[config.mk]
export PLATFORM = sky130hd
export DESIGN_NAME = subsistema_multiplicacion_flat
export DESIGN_NICKNAME = d
export VERILOG_FILES = /design/src/rtl/subsistema_multiplicacion_if.sv /design/src/rtl/subsistema_multiplicacion.sv /design/src/flat_wrapper.sv
export SDC_FILE = /design/constraint.sdc
export NUM_CORES = 1
export LEC_CHECK = 0
export CAP_MARGIN = 10
export CORE_ASPECT_RATIO = 0.6
export CORE_MARGIN = 1.5
export CORE_UTILIZATION = 50
export DETAILED_ROUTE_END_ITERATION = 10
export PLACE_DENSITY = 0.74
export SETUP_SLACK_MARGIN = 0.15
export SYNTH_ARGS = -nofsm -noshare
export SYNTH_HDL_FRONTEND = slang
export SYNTH_SLANG_ARGS = --single-unit
[constraint.sdc]
create_clock -name reloj -period 6.47 [get_ports reloj]
set_input_delay 1.294 -clock reloj [delete_from_list [all_inputs] [get_ports reloj]]
set_output_delay 1.294 -clock reloj [all_outputs]
set_load 0.02 [all_outputs]
[src/rtl/subsistema_multiplicacion_if.sv]
// Operand/result bundle between the operand-reading stage (master) and the
// shift-add multiplier (slave).
interface subsistema_multiplicacion_if;
    logic [3:0] operandoA;
    logic [3:0] operandoB;
    logic       banderaValida;
    logic [7:0] producto;
    logic       banderaListo;
    logic       ocupado;
    logic       banderaCero;

    modport master (
        output operandoA, operandoB, banderaValida,
        input  producto, banderaListo, ocupado, banderaCero
    );

    modport slave (
        input  operandoA, operandoB, banderaValida,
        output producto, banderaListo, ocupado, banderaCero
    );
endinterface

[src/rtl/subsistema_multiplicacion.sv]
// 4x4 unsigned shift-add multiplier: one partial product per clock, four steps,
// result and zero flag held until the next completion or reset.
//
// state   | meaning
// REPOSO  | idle, waiting for banderaValida to capture operands
// CALCULO | one shift-add step per edge, cuenta selects the multiplier bit
// LISTO   | result valid; wait for banderaValida to drop before re-arming
module subsistema_multiplicacion (
    input  logic                          reloj,
    input  logic                          reinicio,
    subsistema_multiplicacion_if.slave    bus
);
    typedef enum logic [1:0] {REPOSO, CALCULO, LISTO} t_estado;

    t_estado    r_estado;
    logic [1:0] r_cuenta;
    logic [3:0] r_a;
    logic [3:0] r_b;
    logic [7:0] r_acc;
    logic [7:0] r_producto;
    logic       r_listo;
    logic       r_ocupado;
    logic       r_cero;

    logic [7:0] w_sumando;
    logic [7:0] w_acc_sig;

    // 15x15 = 225 fits in 8 bits, so the accumulator needs no carry out
    assign w_sumando = r_b[r_cuenta] ? ({4'b0000, r_a} << r_cuenta) : 8'd0;
    assign w_acc_sig = r_acc + w_sumando;

    always_ff @(posedge reloj) begin
        if (reinicio) begin
            r_estado   <= REPOSO;
            r_cuenta   <= 2'd0;
            r_a        <= 4'd0;
            r_b        <= 4'd0;
            r_acc      <= 8'd0;
            r_producto <= 8'd0;
            r_listo    <= 1'b0;
            r_ocupado  <= 1'b0;
            r_cero     <= 1'b0;
        end else begin
            case (r_estado)
                REPOSO: begin
                    if (bus.banderaValida) begin
                        r_a       <= bus.operandoA;
                        r_b       <= bus.operandoB;
                        r_acc     <= 8'd0;
                        r_cuenta  <= 2'd0;
                        r_ocupado <= 1'b1;
                        r_estado  <= CALCULO;
                    end
                end
                CALCULO: begin
                    r_acc    <= w_acc_sig;
                    r_cuenta <= r_cuenta + 2'd1;
                    if (r_cuenta == 2'd3) begin
                        r_producto <= w_acc_sig;
                        r_cero     <= (w_acc_sig == 8'd0);
                        r_listo    <= 1'b1;
                        r_ocupado  <= 1'b0;
                        r_estado   <= LISTO;
                    end
                end
                LISTO: begin
                    // one multiplication per valid pulse: re-arm only once valid drops
                    if (!bus.banderaValida) begin
                        r_listo  <= 1'b0;
                        r_estado <= REPOSO;
                    end
                end
                default: begin
                    r_estado <= REPOSO;
                end
            endcase
        end
    end

    assign bus.producto     = r_producto;
    assign bus.banderaListo = r_listo;
    assign bus.ocupado      = r_ocupado;
    assign bus.banderaCero  = r_cero;
endmodule
[src/flat_wrapper.sv]
// flat-port wrapper written by rule: the top's interface ports become plain ports
module subsistema_multiplicacion_flat 
  (reloj, reinicio, bus_operandoA, bus_operandoB, bus_banderaValida, bus_producto, bus_banderaListo, bus_ocupado, bus_banderaCero);
  subsistema_multiplicacion_if bus_i ();
  input  logic reloj;
  input  logic reinicio;
  input wire logic [$bits(bus_i.operandoA)-1:0] bus_operandoA;
  input wire logic [$bits(bus_i.operandoB)-1:0] bus_operandoB;
  input wire logic [$bits(bus_i.banderaValida)-1:0] bus_banderaValida;
  output wire logic [$bits(bus_i.producto)-1:0] bus_producto;
  output wire logic [$bits(bus_i.banderaListo)-1:0] bus_banderaListo;
  output wire logic [$bits(bus_i.ocupado)-1:0] bus_ocupado;
  output wire logic [$bits(bus_i.banderaCero)-1:0] bus_banderaCero;
  assign bus_i.operandoA = bus_operandoA;
  assign bus_i.operandoB = bus_operandoB;
  assign bus_i.banderaValida = bus_banderaValida;
  assign bus_producto = bus_i.producto;
  assign bus_banderaListo = bus_i.banderaListo;
  assign bus_ocupado = bus_i.ocupado;
  assign bus_banderaCero = bus_i.banderaCero;
  subsistema_multiplicacion u_core (.reloj(reloj), .reinicio(reinicio), .bus(bus_i));
endmodule
### After elaboration in Yosys (flattened, before gate mapping)

Cells that the tools add are included.

| operators by class | value |
|---|---|
| muxes and demuxes | 17 |
| add/subtract/negate cells | 2 |
| reductions and logical operators | 10 |
| shift operators | 1 |
| equality and inequality tests | 6 |
| magnitude comparators | 1 |

Operators by type and width:

| operator | count |
|---|---|
| two-way mux 8 bit | 2 |
| case mux 8 bit (2 select lines) | 1 |
| AND reduction 3 bit | 3 |
| adder 8 bit | 1 |
| logical NOT 8 bit | 1 |
| two-way mux 2 bit | 4 |
| << shifter 4 x 2 -> 8 bit | 1 |
| case mux 2 bit (3 select lines) | 1 |
| AND reduction 2 bit | 3 |
| two-way mux 1 bit | 5 |
| == test 2 bit (second input constant) | 2 |
| != test 2 bit (second input constant) | 2 |
| case mux 1 bit (2 select lines) | 2 |
| case mux 2 bit (2 select lines) | 1 |
| nonzero test 2 bit | 2 |
| < comparator 2 x 3 -> 1 bit (second input constant) | 1 |
| adder 2 x 1 -> 2 bit (second input constant) | 1 |
| binary-select mux 1 bit (select 2 bit) | 1 |
| == test 2 x 1 -> 1 bit (second input constant) | 1 |
| logical NOT 2 bit | 1 |
| != test 2 x 1 -> 1 bit (second input constant) | 1 |

| word-level totals | value |
|---|---|
| bits in registers | 31 |

### Depth between registers and ports, before layout

| depth | value |
|---|---|
| word-level depth | 5 |
| depth in mapped cells | 10 |

### Worst setup path after synthesis

No wires, ideal clock.

| timing path | value |
|---|---|
| path type | register -> register |
| from | register u_core.r_cuenta[1] |
| to | register u_core.r_cero, in the netlist u_core.bus.banderaCero |
| period minus slack after synthesis | 2595 ps |
| cell stages (with the launch flop) | 10 |
| data required time | 6355 ps |
| library setup time | 115 ps |
| arrival time | 2480 ps |
| slack | 3875 ps |
| cells stage by stage | dfxtp_1 clkbuf_1 mux4_2 and2_1 ha_1 o21ai_1 or4b_1 o2111ai_2 a211o_1 o21ai_2 |

| between the ends | value |
|---|---|
| longest elaborated chain between the ends | 5 |
| elaborated cells between the ends (all ways) | 8 |

Ends and longest elaborated chain:

| item | RTL line | text |
|---|---|---|
| start: declaration | subsistema_multiplicacion.sv:16 | `logic [1:0] r_cuenta;` |
| start signal: assignment | subsistema_multiplicacion.sv:57 | `r_cuenta <= r_cuenta + 2'd1;` |
| binary-select mux 1 bit (select 2 bit) | subsistema_multiplicacion.sv:29 | `assign w_sumando = r_b[r_cuenta] ? ({4'b0000, r_a} << r_cuenta) : 8'd0;` |
| two-way mux 1 bit (not written as such) | subsistema_multiplicacion.sv:29 |  |
| two-way mux 8 bit | subsistema_multiplicacion.sv:29 |  |
| adder 8 bit | subsistema_multiplicacion.sv:30 | `assign w_acc_sig = r_acc + w_sumando;` |
| logical NOT 8 bit | subsistema_multiplicacion.sv:60 | `r_cero <= (w_acc_sig == 8'd0);` |
| end signal: assignment | subsistema_multiplicacion.sv:60 |  |
| end: declaration | subsistema_multiplicacion.sv:23 | `logic r_cero;` |

Several ways; a longest one is shown, not always the timed one. The select of a mux whose other input is x is not followed.
A chain may end at the register's enable or synchronous reset.

### Final worst setup path

Same ends and word-level chain as after synthesis.

==> impl_metrics.toml <==
[sta]
finalSetupViolCount = 0
worst_slew_pin_slew_ps = 1090
rsz0062_at_grt = "false"
tns_ps = 0
post-route-min-period_ps = 2830
relSlewSlack_pct = 27.4
slew_viol_final = 0
worst_slack_ps = 3640
fin_crit_sh_pct = 43.8
finalHoldViolCount = 0
fmax_ghz = 0.353
skew_ps = 3.07

[yosys]
synthMuxAreaShare_pct = 3.45
synth_compound_area_share_pct = 22.3
synthArstFlopShare_pct = 0
synthAdderAreaFrac_pct = 7.35
yosysSeqAreaShare_pct = 38.0
synth_cell_types = 42
netlist_area_um2 = 1630
yosys_warnings = 0
synth-xor-area-share_pct = 1.61
synth-main-ff-cell = "dfxtp_1"
syn_nets = 219
netlist_instances = 199
synth_edf_count = 0
synth_top_family_by_area = "simple AND/OR/NAND/NOR gates"
syn_avg_cell_area_um2 = 8.21
yosys.area_share.simple_pct = 24.0
synth_seq_cells = 31

[grt]
grt-busiest-layer = "met2"
antenna_found_initial = 0
use_met1_pct = 32.9
grt_pass1_wl_um = 6530
grt_pass1_vias = 1327
use_met3_pct = 9.32
grt_max_degree = 33
grt_usage_pct = 24.6
grtUsageMet2_pct = 37.5
gr-total-overflow = 0

[layout]
nets = 238
diodes = 0
stdcell_area_um2 = 1930
stdcell_count = 259
mostFrequentLayoutCells = "nand2_1 (38), dfxtp_1 (31), a21oi_1 (27)"
layout-drive-gt1-share_pct = 6.45
area_delta_synth_final_pct = 18.3
final_common_cell = "nand2_1"

[setup_path]
crit_chain = "mux4_2, and2_1, ha_1, o21ai_0, o2111ai_1, o2111ai_2, a211o_1, o21ai_2"
cp_slowest_stage_delay_ps = 590
crit_path_start = "u_core.r_cuenta[1]"
setup.worst_path.start_class = "flip-flop"
path_class = "flip-flop to flip-flop"
required_ps = 6690
cp.arrival_ps = 3050
r2r_end = "u_core.bus.banderaCero"
worstRegToRegCells = 8
crit_fanout = 12
r2r_setup_slack_ps = 3640
reg2reg_from = "u_core.r_cuenta[1]"
endpoint_kind = "flip-flop"
cp_slowest_cell = "dfxtp_1"

[clocking]
cts_tree = "yes"
cts_resized = 0
htree_levels = 2
cts_sinks = 31
post_cts_buffers = 0
cts_made_buffers = 5
clk_latency_ps = 280
root_buffer = "clkbuf_8"
clk_pin_slew_worst_paths_ps = 60
clk_path_buf_depth = 2
ctsHoldBuffers = 0

[die]
die_w_um = 76.8
initial_core_util_pct = 54.8
pin_count = 22
core_um2 = 2980
die_y_um = 47.3
row_count = 15
die-area_um2 = 3630

[status]
status = "complete, no violations"

[placed_design]
pre_cts_ws_ps = 3480
place_hpwl_um = 3000
place_congestion = 0.813
io_buffers = 21
place_inst = 253
post_dp_cell_area_um2 = 1860

[power]
power_density_nw_per_um2 = 192
total_power_mw = 0.371
p_leak_nw = 0.738
peakVddDrop_mv = 0.127

[min_path]
hp-start = "u_core.bus.producto[7]"
hold_path_end = "u_core.bus.producto[7]"
worstHoldPathType = "flip-flop to flip-flop"
min_path_cells = 2

[drt]
wire_per_inst_um = 15.3
drc = 0
vias_per_cell = 5.75
first_pass_iters = 4
drtIter0Drc = 80
vias = 1489
drt_wl_total_um = 3960
ant_nets = 0

[job]
max_cap_viol_count = 0
==> how the worst max path moves through the flow <==
| stage | to | slack [ps] |
|---|---|---|
| floorplan | u_core.bus.banderaCero | 3870 |
| global placement | u_core.bus.banderaCero | 3540 |
| detailed placement | u_core.bus.banderaCero | 3480 |
| CTS | u_core.bus.banderaCero | 3650 |
| global route | u_core.bus.banderaCero | 3460 |
| finish | u_core.bus.banderaCero | 3640 |
==> power by group <==
group	internal [mW]	switching (mW)	leakage, nW	total (mW)
clock network	0.0714	0.0631	0.0371	0.135
registers	0.196	0.00709	0.252	0.203
logic	0.0148	0.0182	0.450	0.0330
==> area by class of cell <==
class                      instances  area [um^2]
clock buffer                       6         72.6
fill                             252         1050
inverter                           5         18.8
multi-input combinational        154          958
sequential                        31          621
tap                               42         52.6
timing repair buffer              21          210
==> routing by layer <==
| metal | vias up | part of all wire, % |
|---|---|---|
| li1 | 743 | - |
| met1 | 693 | 49 |
| met2 | 48 | 43 |
| met5 | - | 0 |
| met4 | 0 | 0.88 |
| met3 | 5 | 6.9 |
==> sequential cells by signal, indices dropped and copies added, names as in the netlist <==
signal	flops
u_core.r_b	4
u_core.r_acc	8
u_core.bus.banderaCero	1
u_core.bus.ocupado	1
u_core.r_a	4
u_core.r_cuenta	2
u_core.r_estado	2
u_core.bus.banderaListo	1
u_core.bus.producto	8
==> synth_stat cells, types with 2 or more instances <==
cell | count | area (um^2)
a21oi_1 | 27 | 135
nand2b_1 | 2 | 12.5
mux4_2 | 2 | 45.0
nor3_1 | 3 | 15.0
nor3b_1 | 2 | 15.0
o21ai_0 | 7 | 35.0
o2111ai_2 | 2 | 30.0
xnor2_1 | 2 | 17.5
inv_1 | 4 | 15.0
and2_1 | 3 | 18.8
clkbuf_1 | 7 | 26.3
a31oi_1 | 2 | 12.5
buf_2 | 2 | 10.0
nand2_1 | 38 | 143
nand3_1 | 8 | 40.0
nor2_1 | 15 | 56.3
dfxtp_1 | 31 | 621
nand3b_1 | 2 | 15.0
a22oi_1 | 6 | 45.0
nor2b_1 | 3 | 18.8
ha_1 | 8 | 100
a21o_1 | 3 | 22.5
==> kinds of logic after synthesis <==
logic type | after synthesis
AO/OA/AOI/OAI | 57
XOR/XNOR | 3
adder cells (fa/ha/maj) | 9
buffers and inverters | 14
flip-flops | 31
multiplexers | 3
AND/OR/NAND/NOR | 82
==> worst max-delay path, delay by kind of cell, from the launching register on <==
family | cells | cell delay (ps)
AOI/OAI and AO/OA | 5 | 1040
adders and majority gates | 1 | 380
DFF | 1 | 590
muxes | 1 | 590
and+or+nand+nor | 1 | 160
==> per-stage QoR <==
stage | utilization [%] | hold WS [ps]
6_report | 64.8 | 451
3_3_place_gp | 62.3 | 444
5_1_grt | 64.8 | 485
3_5_place_dp | 62.3 | 447
4_1_cts | 64.8 | 455
2_1_floorplan | - | 446
Note: power is estimated with default switching activity, not from simulation.
